===== src/rtl/mem_port_arbiter.sv =====
`default_nettype none
// +----------------------------------------------------------------------------+
// | Module   : mem_port_arbiter                                                |
// | Purpose  : Lets the IF stage (fetch) and the MEM stage (load/store) share |
// |            one single-ported, variable-latency memory. Data accesses win |
// |            because they belong to the older instruction. proc_stall holds |
// |            the pipeline until both requesters have been served, and a     |
// |            watchdog aborts accesses that the memory never acknowledges.   |
// | Ports    : clk, rst_n          - clock, async active-low reset            |
// |            i_req/i_addr        - fetch request and word address          |
// |            i_rdata/i_valid     - fetched word, one-cycle valid pulse      |
// |            d_read/d_write      - load / store request                     |
// |            d_addr/d_wdata      - data word address and store data         |
// |            d_rdata/d_valid     - load data, completion pulse              |
// |            mem_*               - registered memory strobes, addr, wdata;  |
// |                                  mem_rdata/mem_ready from memory          |
// |            proc_stall          - combinational pipeline freeze            |
// |            timeout_err         - sticky watchdog-abort flag               |
// | Revision : 1.0 - initial release                                           |
// +----------------------------------------------------------------------------+
module mem_port_arbiter #(
   parameter int ADDR_W  = 30,
   parameter int TIMEOUT = 64
) (
   input  logic              clk,
   input  logic              rst_n,
   input  logic              i_req,
   input  logic [ADDR_W-1:0] i_addr,
   output logic [31:0]       i_rdata,
   output logic              i_valid,
   input  logic              d_read,
   input  logic              d_write,
   input  logic [ADDR_W-1:0] d_addr,
   input  logic [31:0]       d_wdata,
   output logic [31:0]       d_rdata,
   output logic              d_valid,
   output logic              mem_read,
   output logic              mem_write,
   output logic [ADDR_W-1:0] mem_addr,
   output logic [31:0]       mem_wdata,
   input  logic [31:0]       mem_rdata,
   input  logic              mem_ready,
   output logic              proc_stall,
   output logic              timeout_err
);

   localparam int c_CNT_W = $clog2(TIMEOUT);
   localparam logic [c_CNT_W-1:0] c_CNT_MAX = c_CNT_W'(TIMEOUT - 1);

   typedef enum logic [1:0] {
      IDLE   = 2'd0,
      D_WAIT = 2'd1,
      I_WAIT = 2'd2
   } state_t;

   state_t              r_state;
   state_t              w_state_nxt;
   logic                r_d_done;
   logic                r_i_done;
   logic [c_CNT_W-1:0]  r_wait_cnt;
   logic [31:0]         r_i_rdata;
   logic                r_i_valid;
   logic [31:0]         r_d_rdata;
   logic                r_d_valid;
   logic                r_mem_read;
   logic                r_mem_write;
   logic [ADDR_W-1:0]   r_mem_addr;
   logic [31:0]         r_mem_wdata;
   logic                r_timeout_err;

   logic                w_d_need;
   logic                w_i_need;
   logic                w_stall;
   logic                w_timeout;
   logic                w_complete;
   logic [31:0]         w_rdata_eff;

   assign w_d_need    = (d_read | d_write) & ~r_d_done;
   assign w_i_need    = i_req & ~r_i_done;
   assign w_stall     = w_d_need | w_i_need;

   // The watchdog completes the access in its last allowed cycle, so an
   // aborted access behaves exactly like an acknowledged one returning zero.
   assign w_timeout   = (r_state != IDLE) && !mem_ready && (r_wait_cnt == c_CNT_MAX);
   assign w_complete  = (r_state != IDLE) && (mem_ready || w_timeout);
   assign w_rdata_eff = w_timeout ? 32'd0 : mem_rdata;

   always_ff @(posedge clk or negedge rst_n) begin
      if (!rst_n) begin
         r_state <= IDLE;
      end else begin
         r_state <= w_state_nxt;
      end
   end

   always_comb begin
      w_state_nxt = r_state;
      case (r_state)
         IDLE: begin
            if (w_d_need) begin
               w_state_nxt = D_WAIT;
            end else if (w_i_need) begin
               w_state_nxt = I_WAIT;
            end
         end
         D_WAIT: begin
            // A fetch waiting behind the data access follows back-to-back.
            if (w_complete) begin
               w_state_nxt = w_i_need ? I_WAIT : IDLE;
            end
         end
         I_WAIT: begin
            if (w_complete) begin
               w_state_nxt = IDLE;
            end
         end
         default: w_state_nxt = IDLE;
      endcase
   end

   always_ff @(posedge clk or negedge rst_n) begin
      if (!rst_n) begin
         r_d_done      <= 1'b0;
         r_i_done      <= 1'b0;
         r_wait_cnt    <= '0;
         r_i_rdata     <= '0;
         r_i_valid     <= 1'b0;
         r_d_rdata     <= '0;
         r_d_valid     <= 1'b0;
         r_mem_read    <= 1'b0;
         r_mem_write   <= 1'b0;
         r_mem_addr    <= '0;
         r_mem_wdata   <= '0;
         r_timeout_err <= 1'b0;
      end else begin
         r_i_valid <= 1'b0;
         r_d_valid <= 1'b0;

         if (w_timeout) begin
            r_timeout_err <= 1'b1;
         end

         // Counter restarts on every entry into a wait state.
         if ((w_state_nxt != IDLE) && ((r_state == IDLE) || w_complete)) begin
            r_wait_cnt <= '0;
         end else if (r_state != IDLE) begin
            r_wait_cnt <= r_wait_cnt + 1'b1;
         end

         if ((r_state == IDLE) && (w_state_nxt == D_WAIT)) begin
            r_mem_addr  <= d_addr;
            r_mem_wdata <= d_wdata;
            r_mem_read  <= d_read;
            r_mem_write <= d_write;
         end else if ((r_state != I_WAIT) && (w_state_nxt == I_WAIT)) begin
            r_mem_addr  <= i_addr;
            r_mem_read  <= 1'b1;
            r_mem_write <= 1'b0;
         end else if (w_state_nxt == IDLE) begin
            r_mem_read  <= 1'b0;
            r_mem_write <= 1'b0;
         end

         if (w_complete && (r_state == D_WAIT)) begin
            if (r_mem_read) begin
               r_d_rdata <= w_rdata_eff;
            end
            r_d_valid <= 1'b1;
         end
         if (w_complete && (r_state == I_WAIT)) begin
            r_i_rdata <= w_rdata_eff;
            r_i_valid <= 1'b1;
         end

         // Pipeline advancing clears both flags; this takes precedence so a
         // request dropped mid-access cannot leave a stale done flag behind.
         if (!w_stall) begin
            r_d_done <= 1'b0;
            r_i_done <= 1'b0;
         end else begin
            if (w_complete && (r_state == D_WAIT)) begin
               r_d_done <= 1'b1;
            end
            if (w_complete && (r_state == I_WAIT)) begin
               r_i_done <= 1'b1;
            end
         end
      end
   end

   assign i_rdata     = r_i_rdata;
   assign i_valid     = r_i_valid;
   assign d_rdata     = r_d_rdata;
   assign d_valid     = r_d_valid;
   assign mem_read    = r_mem_read;
   assign mem_write   = r_mem_write;
   assign mem_addr    = r_mem_addr;
   assign mem_wdata   = r_mem_wdata;
   assign proc_stall  = w_stall;
   assign timeout_err = r_timeout_err;

endmodule
`default_nettype wire

===== config.mk =====
export PLATFORM = sky130hd
export DESIGN_NAME = mem_port_arbiter
export DESIGN_NICKNAME = d
export VERILOG_FILES = /design/src/rtl/mem_port_arbiter.sv
export SDC_FILE = /design/constraint.sdc
export NUM_CORES = 1
export LEC_CHECK = 0
export ABC_AREA = 1
export CORE_MARGIN = 5
export CORE_UTILIZATION = 46
export DETAILED_ROUTE_END_ITERATION = 16
export PLACE_DENSITY = 0.82
export SYNTH_ARGS = -nofsm -noshare
export SYNTH_HDL_FRONTEND = slang
export SYNTH_SLANG_ARGS = --single-unit

===== constraint.sdc =====
create_clock -name clk -period 5.2 [get_ports clk]
set_clock_uncertainty 0.2 [all_clocks]
set_input_delay 1.04 -clock clk [delete_from_list [all_inputs] [get_ports clk]]
set_output_delay 1.04 -clock clk [all_outputs]
set_load 0.05 [all_outputs]

# [Yosys cells after proc, flatten, opt, wreduce, memory -nomap -nowiden]
# Cells that the tools add are included.
[totals] reg_bits=141 latch_bits=0 ram_bits=0 mem_bits_ro=0 inputBits=130 output_inout_bits=132 n_memories=0
[classes] add_sub_neg=1 n_mul=0 div_mod_pow=0 magnitude_cmp=0 n_eq_ne=8 n_shift=0 n_mux=22 bitwise_logic=6 reduce_logical=19
[ops] cell="30-bit two-way mux" count=2
[ops] cell="32-bit two-way mux" count=1
[ops] cell="6-bit two-way mux" count=2
[ops] cell="1-bit two-way mux" count=11
[ops] cell="2-bit two-way mux" count=5
[ops] cell="1-bit logical AND" count=8
[ops] cell="2-bit nonzero test" count=4
[ops] cell="6-bit by 1-bit adder with 6-bit output (second input constant)" count=1
[ops] cell="6-bit == test (second input constant)" count=1
[ops] cell="2-bit one-hot mux with 3 select lines" count=1
[ops] cell="2-bit by 1-bit == test with 1-bit output (second input constant)" count=2
[ops] cell="2-bit == test (second input constant)" count=2
[ops] cell="2-bit logical NOT" count=2
[ops] cell="2-bit by 1-bit != test with 1-bit output (second input constant)" count=2
[ops] cell="3-bit nonzero test" count=1
[ops] cell="1-bit AND" count=2
[ops] cell="1-bit logical OR" count=2
[ops] cell="2-bit != test (second input constant)" count=1
[ops] cell="1-bit inverter" count=2
[ops] cell="1-bit OR" count=2
[ops] cell="2-bit AND reduction" count=1
[ops] cell="1-bit logical NOT" count=1

# [Depth between registers and ports, before layout]
# Gate-level depths: netlist of the first run.
[logic_depth] ltp_word=11 mapped_depth=11 depth_no_buf=10

# [Worst setup path after synthesis of the first run]
# OpenSTA, ideal clock, no wires.
[synth_path] path_kind="input to output" from="input port d_read" to="output port proc_stall" arrival_time_ns=1.622 path_slack_ns=2.338 path_stages=4 cell_sequence="o21ai_1 -> inv_1 -> nor2_1 -> inv_1"
[synth_between] elab_chain_cells=3
[synth_lines] element="from (decl)" line="31" rtl="input logic d_read,"
[synth_lines] element="1-bit OR" line="78" rtl="assign w_d_need = (d_read | d_write) & ~r_d_done;"
[synth_lines] element="1-bit AND" line="78"
[synth_lines] element="1-bit OR" line="80" rtl="assign w_stall = w_d_need | w_i_need;"
[synth_lines] element="to (decl)" line="43" rtl="output logic proc_stall,"
# Every way passes these cells.

# [Worst setup path after layout of the first run]
[layout_path] from="input port i_req" to="output port proc_stall"
[layout_between] elab_chain_cells=2
[layout_lines] element="from (decl)" line="27" rtl="input logic i_req,"
[layout_lines] element="1-bit AND" line="79" rtl="assign w_i_need = i_req & ~r_i_done;"
[layout_lines] element="1-bit OR" line="80"
# Every way passes these cells.

==> summary.md, run 1 <==
| Metric | Value |
|---|---|
| Routed len/inst | `15.6 µm` |
| Outcome | `complete, no violations` |
| Max rail drop VDD | `between 0.3 and 0.4 mV` |
| Net count reported at finish | `about 1100` |
| Wire length reported by the detailed router | `~18000 µm` |
| Detailed router's first-iteration violation count | `roughly 330` |
| Layout overhead on the synthesized area | `51.8%` |
| Total standard cell area after synthesis | `6270 µm²` |
| Post-Syn Area per Cell | `8.78 µm²` |
| Clock insertion delay at the later pin of the skew report | `0.41 ns` |
| Initial core utilization | `0.471` |
| Site Rows | `42` |
| Data arrival time of the worst path | `roughly 2.7 ns` |
| Core Area | `13300 µm²` |
| Fmax | `about 0.26 GHz` |
| Worst-margin pin slew | `around 1.2 ns` |
| Total Neg Setup Slack | `0 ns` |
| TritonCTS clock tree | `built` |
| Initial DRT Pass Iterations | `5` |
| Clock-pin slew of the registers on the worst-case setup and hold paths | `0.05 ns` |
| Synthesized instance count | `714` |
| Total clock buffers created by CTS | `17` |
| First-pass GRT wire length | `28900 µm` |
| Type of the most critical hold path | `reg2reg` |
| Worst hold stages | `1` |
| Endpoint of the most critical setup path | `proc_stall` |
| Largest net degree at the start of global routing | `roughly 110` |
| Critical-path cell with the highest stage delay | `clkdlybuf4s50_1` |
| Antenna diode instance count | `0` |
| Layout filler cell count | `993` |
| Final Core Density | `0.716` |
| Fraction of final layout cells with drive strength greater than 1 | `0.0815` |
| Reg2reg end | `mem_addr[23]$_DFFE_PN0P_` |
| Crit Path Max Fanout | `5` |
| # Max-Cap Violations | `0` |
| HPWL after detailed placement | `12600 µm` |
| Hold bufs inserted after CTS | `0` |
| Clk root buf | `clkbuf_16` |
| Worst Path Class, Setup | `in2out` |
| Flip-flop and latch count after synthesis | `around 140` |
| Register area share after synthesis | `0.563` |
| Post-layout power | `between 7000 and 8000 µW` |
| Worst setup SP type | `input port` |
| Gr ovfl total | `0` |
| Number of buffers inserted to repair setup after CTS | `0` |
| Post-route non-filler standard cell count | `1157` |
| I/O Buffers | `261` |
| Synth warn | `0` |
| Number of instances resized during post-cts repair | `0` |
| Worst Slack Setup Final | `between 1 and 1.5 ns` |
| Worst path required time | `just under 4 ns` |
| Vias in the first global route | `5523` |
| Worst setup path start | `i_req` |
| Worst path cell trace | `clkdlybuf4s50_1 -> nand2_1 -> inv_1 -> nor2_1 -> inv_1 -> clkdlybuf4s50_1` |
| Via count | `5509` |
| Number of failing setup endpoints in the final timing report | `0` |
| Worst Setup Slack post-DPL | `between 1 and 1.5 ns` |
| DIE WIDTH | `127 µm` |
| Overall fraction of global-route tracks in use | `0.227` |
| Inst Count DP | `between 1000 and 1500` |
| Static Leak | `0.00480 µW` |
| Top Ports | `about 260` |
| Fin. Hold Viols | `0` |
| Period Utilization, post-route | `0.753` |
| Unrepaired setup endpoints after global routing | `false` |
| Post-Syn Nets | `roughly 850` |
| Clock period minus worst slack | `3.92 ns` |
| Final ANT Viol Nets | `0` |
| Total power per unit cell area | `roughly 760 nW/µm²` |
| Nature of the critical path endpoint | `output pin` |
| Unique masters post-synth | `31` |
| Startpoint of the worst register-to-register path | `r_wait_cnt[0]$_DFFE_PN0P_` |
| Routability cong. | `around 0.85` |
| Detailed-route vias per instance | `4.76` |
| Number of antenna violations at the first check in global routing | `0` |
| Largest stage delay on the critical path | `0.80 ns` |
| Die area | `~16000 µm²` |
| Floorplan die height | `127 µm` |
| Slack of the worst reg-to-reg path | `2.64 ns` |
| FF-to-FF path depth | `10` |
| Slew Limit Headroom | `0.202` |
| Final slew viol count | `0` |
| Number of levels in the clock H-tree | `4` |
| # clock sinks | `around 140` |
| Bufs on Longest Clock Path | `2` |
| DRC errors left | `0` |
-- cell usage after synthesis --
| library cell | count | area [µm²] |
|---|---|---|
| nand2_4 | 2 | 22.5 |
| a21oi_1 | 3 | 15.0 |
| a22oi_1 | 1 | 7.51 |
| nor3b_1 | 1 | 7.51 |
| xnor2_1 | 1 | 8.76 |
| mux2_2 | 2 | 22.5 |
| nand3_2 | 1 | 10.0 |
| nand2_2 | 2 | 12.5 |
| ha_1 | 1 | 12.5 |
| mux2_4 | 30 | 450 |
| buf_2 | 13 | 65.1 |
| nor2_1 | 42 | 158 |
| buf_4 | 5 | 37.5 |
| and3_1 | 1 | 6.26 |
| nand4_1 | 5 | 31.3 |
| nor2_8 | 1 | 20.0 |
| nor2_4 | 1 | 11.3 |
| inv_2 | 3 | 11.3 |
| a31oi_4 | 1 | 21.3 |
| nor2_2 | 1 | 6.26 |
| inv_1 | 48 | 180 |
| clkbuf_1 | 9 | 33.8 |
| nor3_2 | 2 | 20.0 |
| buf_12 | 3 | 60.1 |
| buf_6 | 1 | 11.3 |
| xor2_1 | 2 | 17.5 |
| dfrtp_1 | 141 | 3530 |
| o21ai_1 | 1 | 5.00 |
| nand2_1 | 382 | 1430 |
| or2_2 | 1 | 6.26 |
| nand3_1 | 7 | 35.0 |
-- final cells by class --
class	instances	area (µm²)	share of cell area
multi-input cells	491	2340	0.246
well taps	176	220	0.0231
clock buffers	26	499	0.0525
inverters	51	191	0.0201
repair buffers	266	2650	0.279
flip-flops and latches	141	3530	0.371
clock inverters	6	82.6	0.00868
-- how the worst min path moves through the flow --
stage,from,endpoint,slack (ns)
floorplan,r_wait_cnt[1]$_DFFE_PN0P_,r_wait_cnt[1]$_DFFE_PN0P_,0.29
global placement,timeout_err$_DFFE_PN0P_,timeout_err$_DFFE_PN0P_,0.26
detailed placement,timeout_err$_DFFE_PN0P_,timeout_err$_DFFE_PN0P_,0.26
CTS,timeout_err$_DFFE_PN0P_,timeout_err$_DFFE_PN0P_,0.28
global route,mem_wdata[17]$_DFFE_PN0N_,mem_wdata[17]$_DFFE_PN0N_,0.29
finish,timeout_err$_DFFE_PN0P_,timeout_err$_DFFE_PN0P_,0.27
-- kinds of logic (layout without fill, tap and decap cells) --
kind of cell / Yosys count / after routing / share of synthesized area
compound gates: 6 / 6 / 0.00778
xor+xnor: 3 / 3 / 0.00419
fa+ha+maj: 1 / 1 / 0.00200
buf+inv: 82 / 349 / 0.0637
flops: 141 / 141 / 0.563
mux: 32 / 32 / 0.0754
simple gates: 449 / 449 / 0.284
-- flip-flops by register name, indices dropped and copies added (netlist names), 2 cells and up --
name        flops
d_rdata        32
i_rdata        32
mem_addr       30
mem_wdata      32
r_state         2
r_wait_cnt      6
-- stage by stage --
stage                     area (µm²)  hold WS [ns]
after global routing            9510         0.294
after CTS                       9510         0.276
after global placement          8930         0.257
after detailed placement        8930         0.260
after floorplan                 6270         0.288
final                           9510         0.274
-- cell usage in the layout, fill, tap and decap left out, types with 3 or more instances in the layout --
master / instances
a21oi_1: 3
buf_4: 5
clkbuf_1: 5
clkbuf_16: 17
clkbuf_8: 4
clkdlybuf4s50_1: 260
clkinv_2: 3
dfrtp_1: 141
inv_1: 48
inv_2: 3
mux2_4: 30
nand2_1: 382
nand3_1: 7
nand4_1: 5
nor2_1: 42
-- critical path: cells and delay by family --
family                 cells  cell delay, ns
buffers and inverters      4            1.48
AND/OR/NAND/NOR            2            0.16
-- routing by layer --
| layer | global-route usage | vias to the layer above | part of all wire |
|---|---|---|---|
| li1 | - | 2665 | - |
| met1 | 0.276 | 2605 | 0.40 |
| met2 | 0.373 | 218 | 0.48 |
| met3 | 0.0887 | 21 | 0.099 |
| met4 | 0.0744 | 0 | 0.017 |
| met5 | 0 | - | 0 |
-- report_power, final --
group	switching, µW	total [µW]	internal, µW
sequential	306	1920	1610
combinational	2790	4160	1370
clock	435	1190	755
Note: power is estimated with default switching activity, not from simulation.
==> inputs of run 2 (changes only) <==
CORE_UTILIZATION = 39   (was 46)
PLACE_DENSITY = 0.74   (was 0.82)
clock period = 3.15 ns   (was 5.2 ns; I/O delays follow)
==> summary.md, run 2 (synthesis gave the netlist of run 1 again) <==
| Metric | Value |
|---|---|
| Top library cells by usage in the layout, fill and taps aside | `nand2_1 (382), clkdlybuf4s50_1 (259), dfrtp_1 (141)` |
| Floorplan die height | `137 µm (+7.9%)` |
| Most common cell after layout, fill and taps aside | `nand2_1` |
| Unrepaired setup endpoints after global routing | `false` |
| Initial core utilization | `0.396 (-0.0754)` |
| Clock-pin slew of the registers on the worst-case setup and hold paths | `0.06 ns (about the same)` |
| Inst Count DP | `1172 (+4.2%)` |
| Bufs on Longest Clock Path | `2 (unchanged)` |
| Total Neg Setup Slack | `0 ns (unchanged)` |
| Period Utilization, post-route | `0.837` |
| Nature of the critical path endpoint | `output pin` |
| Core Area | `15800 µm² (+19%)` |
| Total clock buffers created by CTS | `17 (unchanged)` |
| Wire length reported by the detailed router | `17900 µm (-1.1%)` |
| Worst path required time | `2.32 ns (-1.64 ns)` |
| Number of antenna violations at the first check in global routing | `0 (unchanged)` |
| Hold bufs inserted after CTS | `1 (+1)` |
| Clock insertion delay at the later pin of the skew report | `0.41 ns (about the same)` |
| Type of the most critical hold path | `reg2reg` |
| Fraction of final layout cells with drive strength greater than 1 | `0.0930 (+0.0115)` |
| Site Rows | `46 (+9.5%)` |
| Initial DRT Pass Iterations | `4 (-1)` |
| Final Core Density | `0.613 (-0.103)` |
| Net count reported at finish | `1107 (+0.73%)` |
| Clk root buf | `clkbuf_16` |
| Gr ovfl total | `0 (unchanged)` |
| DRC errors left | `0 (unchanged)` |
| Die area | `18700 µm² (+16%)` |
| Static Leak | `0.00487 µW (+1.4%)` |
| Number of instances resized during post-cts repair | `0 (unchanged)` |
| Worst Slack Setup Final | `0.514 ns (-0.771 ns)` |
| Routed len/inst | `14.9 µm (-5.0%)` |
| Via count | `5478 (-0.56%)` |
| Detailed router's first-iteration violation count | `282 (-14%)` |
| Clock period minus worst slack | `about 2.6 ns` |
| Number of levels in the clock H-tree | `4 (unchanged)` |
| Max rail drop VDD | `0.922 mV (+130%)` |
| HPWL after detailed placement | `12900 µm (+2.1%)` |
| First-pass GRT wire length | `28300 µm (-2.0%)` |
| # Max-Cap Violations | `0 (unchanged)` |
| Total power per unit cell area | `1250 nW/µm² (+63%)` |
| Post-route non-filler standard cell count | `1205 (+4.1%)` |
| Outcome | `complete, no violations` |
| Fin. Hold Viols | `0 (unchanged)` |
| Antenna diode instance count | `0 (unchanged)` |
| Fmax | `0.379 GHz` |
| I/O Buffers | `261 (unchanged)` |
| DIE WIDTH | `137 µm (+7.9%)` |
| Final slew viol count | `0 (unchanged)` |
| # clock sinks | `141 (unchanged)` |
| Post-layout power | `12100 µW (+66%)` |
| Top Ports | `262 (unchanged)` |
| Final ANT Viol Nets | `0 (unchanged)` |
| Routability cong. | `0.819 (-3.3%)` |
| Worst Path Class, Setup | `in2out` |
| Layout overhead on the synthesized area | `54.8%` |
| Crit Path Max Fanout | `3 (-2)` |
| Largest net degree at the start of global routing | `58 (-49%)` |
| TritonCTS clock tree | `built` |
| Data arrival time of the worst path | `1.81 ns (-0.87 ns)` |
| Worst-margin pin slew | `0.628 ns (-0.568 ns)` |
| Slew Limit Headroom | `0.581 (+0.379)` |
| Detailed-route vias per instance | `4.55 (-4.5%)` |
| Overall fraction of global-route tracks in use | `0.193 (-0.0338)` |
| Worst Setup Slack post-DPL | `0.391 ns (-0.895 ns)` |
| Number of failing setup endpoints in the final timing report | `0 (unchanged)` |
| Number of buffers inserted to repair setup after CTS | `0 (unchanged)` |
| Vias in the first global route | `5610 (+1.6%)` |
| Worst setup SP type | `input port` |
[run 2: cell count changes in the layout (fill, tap and decap cells not counted), sizes merged]
cell / previous run / this run
buf: 6 / 14
clkbuf: 26 / 19
clkinv: 3 / 7
inv: 51 / 53
bufinv: 2 / 3
clkdlybuf4s50: 260 / 259
dlygate4sd3: 0 / 1
[run 2: worst paths after layout]
kind	to	startpoint	cells after the start	slack [ns]
worst max-delay path	proc_stall	d_write	6	0.51
worst min-delay path	i_rdata[14]$_DFFE_PN0P_	i_rdata[14]$_DFFE_PN0P_	2	0.28
worst max register to register	d_rdata[18]$_DFFE_PN0P_	r_wait_cnt[0]$_DFFE_PN0P_	9	1.04
worst min register to register	i_rdata[14]$_DFFE_PN0P_	i_rdata[14]$_DFFE_PN0P_	2	0.28
max in group asynchronous	r_wait_cnt[0]$_DFFE_PN0P_	rst_n	3	1.36
min in group asynchronous	d_rdata[15]$_DFFE_PN0P_	rst_n	2	0.55
[run 2: stage by stage]
stage                     hold slack, ns  cell area [µm²]
after global routing               0.291             9700
after detailed placement           0.264             9080
after floorplan                    0.134             6270
final                              0.276             9700
after CTS                          0.280             9700
after global placement             0.253             9080
[run 2: worst max-delay path, stage by stage]
cell             delay, ns
clkdlybuf4s50_1       0.45
o21ai_1               0.19
inv_1                 0.09
nor2_1                0.20
inv_1                 0.06
buf_4                 0.19
[run 2: area by class of cell]
cell class | instances | area [µm²]
repair buffers | 274 | 2760
clock inverters | 13 | 165
clock buffers | 19 | 443
fillers | 1371 | 6130
flip-flops and latches | 141 | 3530
multi-input cells | 491 | 2340
inverters | 51 | 191
well taps | 216 | 270
[run 2: power by group]
group | switching [µW] | total (µW) | internal (µW)
clock network | 794 | 2070 | 1270
registers | 483 | 3140 | 2660
logic | 4560 | 6880 | 2310
[run 2: layer usage]
metal | wire length (µm) | track usage | share of wire | vias to the layer above
met1 | 7140 | 0.219 | 0.40 | 2556
met2 | 8290 | 0.322 | 0.46 | 216
li1 | - | - | - | 2684
met3 | 2160 | 0.0934 | 0.12 | 22
met5 | 0 | 0 | 0 | -
met4 | 305 | 0.0621 | 0.017 | 0
==> patch: new RTL, settings of run 1 <==
`TIMEOUT`: 64 -> 32.
--- a/src/rtl/mem_port_arbiter.sv
+++ b/src/rtl/mem_port_arbiter.sv
@@ -20,7 +20,7 @@
 // +----------------------------------------------------------------------------+
 module mem_port_arbiter #(
    parameter int ADDR_W  = 30,
-   parameter int TIMEOUT = 64
+   parameter int TIMEOUT = 32
 ) (
    input  logic              clk,
    input  logic              rst_n,
Function: same outputs for any inputs over 4 cycles, from zero or initial values and one cycle with rst_n low; that may be too few to reach the edited logic, so the function may still have changed.
==> patch against run 1 <==
- area after synthesis fell by 3.2%
- via count rose by 2.7%
- sequential cell count fell by 1
- fmax fell by 4.2%
- global-route usage rose by 0.075 points
- cell area fell by 1.7%
- power fell by 5.9%
- final cell count rose by 5.1%
- worst setup slack got worse by 0.17 ns
- combinational power fell by 6.0%
- clock power fell by 8%
- routed wire length fell by 1.8%
- non-clock buffer count rose by 3
- critical endpoint unchanged
==> patch: results (changes against run 1) <==
- The number of global-route vias before repair was 5636 (+2.0%).
- Maximum number of pins on one net before global-route repair: 111 (-1.8%)
- Post-Synth Adder-Cell Area: 0.412% (+0.21 points)
- Clock-pin slew was measured on the worst setup and hold paths at 0.06 ns.
- The leakage power total is 4.76 nW (-0.92%).
- The wire length the detailed router placed on met1 came to 7400 um (+2.6%).
* Peak supply drop: 470 uV (+18%)
* Final routed wirelength across all metal layers: 17800 um (-1.8%)
- Headroom to the max-slew limit: 32.6% (+12 points)
- The number of fillers in the final layout came to 1009 (+1.6%).
- The fraction of cell area in non-clock buffers came to 28.6% (+0.72 points).
- Placement Rows: 42 (unchanged)
- The final cell count without fillers is 1216 (+5.1%).
- Fin. max-slew vios: 0 (unchanged)
* Switching power: 3.42 mW (-3.2%)
- The worst path arrival time is 2.85 ns (+0.17 ns).
* Post-synthesis share of cell area spent on xor and xnor gates: 0.289% (-0.13 points)
* Commonest cells in the synthesized netlist: sky130_fd_sc_hd__nand2_1 (447), sky130_fd_sc_hd__dfrtp_1 (140), sky130_fd_sc_hd__inv_1 (46), sky130_fd_sc_hd__nor2_1 (44), sky130_fd_sc_hd__o21ai_0 (34)
* Fraction of standard cell area that is sequential: 37.5% (+0.37 points)
* Ranking of synthesized cells by area: sky130_fd_sc_hd__dfrtp_1 (58%), sky130_fd_sc_hd__nand2_1 (28%), sky130_fd_sc_hd__inv_1 (2.8%), sky130_fd_sc_hd__o21ai_0 (2.8%), sky130_fd_sc_hd__nor2_1 (2.7%)
* Met2 WL post-DR: 8720 um (-0.67%)
* Post-route cell area: 9350 um^2 (-1.7%)
- Outcome: completed
- Met1 GRT Util: 28.3% (+0.73 points)
- Multi-input logic portion of the cell area: 23.8% (-0.82 points)
- The placement-stage worst setup slack was 1.11 ns (-0.178 ns).
* Met2 track demand over resource: 37.2% (-0.12 points)
* Post-placement cell area: 8810 um^2 (-1.4%)
* Wire length of the first global-routing pass: 28500 um (-1.2%)
- The met3 routed wirelength is 1160 um (-36%).
- Initial DRC count: 360 (+10%)
- The complex-gate fraction of the synthesized area was 3.71% (+2.9 points).
* TritonCTS Sinks: 140 (-0.71%)
- The post-synthesis cell count is 777 (+8.8%).
* Number of ordinary inverters in the final layout: 49 (-3.9%)
* Routability Congestion: 0.821 (-3.0%)
- The part of the Yosys area used for sequential elements was 57.7% (+1.5 points).
- The number of signal-net buffers in the layout was 269 (+1.1%).
- The number of iterations in the first detailed-routing pass came to 4 (-1).
- Maximum fanout count along the critical path: 5 (unchanged)
- The clock buffer count in the final layout came to 21 (-19%).
- The placed wire-length estimate is 12200 um (-3.5%).
- Proportion of synthesized area in mux cells: 0% (-7.5 points)
- Routing usage on met3: 6.82% (-2.1 points)
- The total routing resource utilization after global routing came to 22.8% (+0.075 points).
[patch: cell types whose count changed after synthesis, sizes merged, moves of 2 or more]
cell and change:
nand2 +61, nand3 -3, mux2 -32, o21ai +33, buf +4, clkbuf +2, inv -2
[patch: path summary, 6_finish.rpt]
check / slack [ns] / endpoint / cells past startpoint / start
max: 1.11 / proc_stall / 6 / i_req
min: 0.27 / i_rdata[14] / 2 / i_rdata[14]
max reg2reg: 2.28 / d_rdata[23] / 12 / r_wait_cnt[0]
min reg2reg: 0.27 / i_rdata[14] / 2 / i_rdata[14]
max in group asynchronous: 3.20 / mem_addr[13] / 2 / rst_n
min in group asynchronous: 0.53 / i_rdata[15] / 1 / rst_n
[patch: power groups by stage]
stage	Clock [mW]	Combinational, mW	Sequential (mW)
global placement	0	3.89	1.84
floorplan	0	0.943	3.45
detailed placement	0	3.94	1.85
finish	1.09	3.91	1.85
CTS	1.12	3.95	1.85
global route	1.16	4.15	1.91
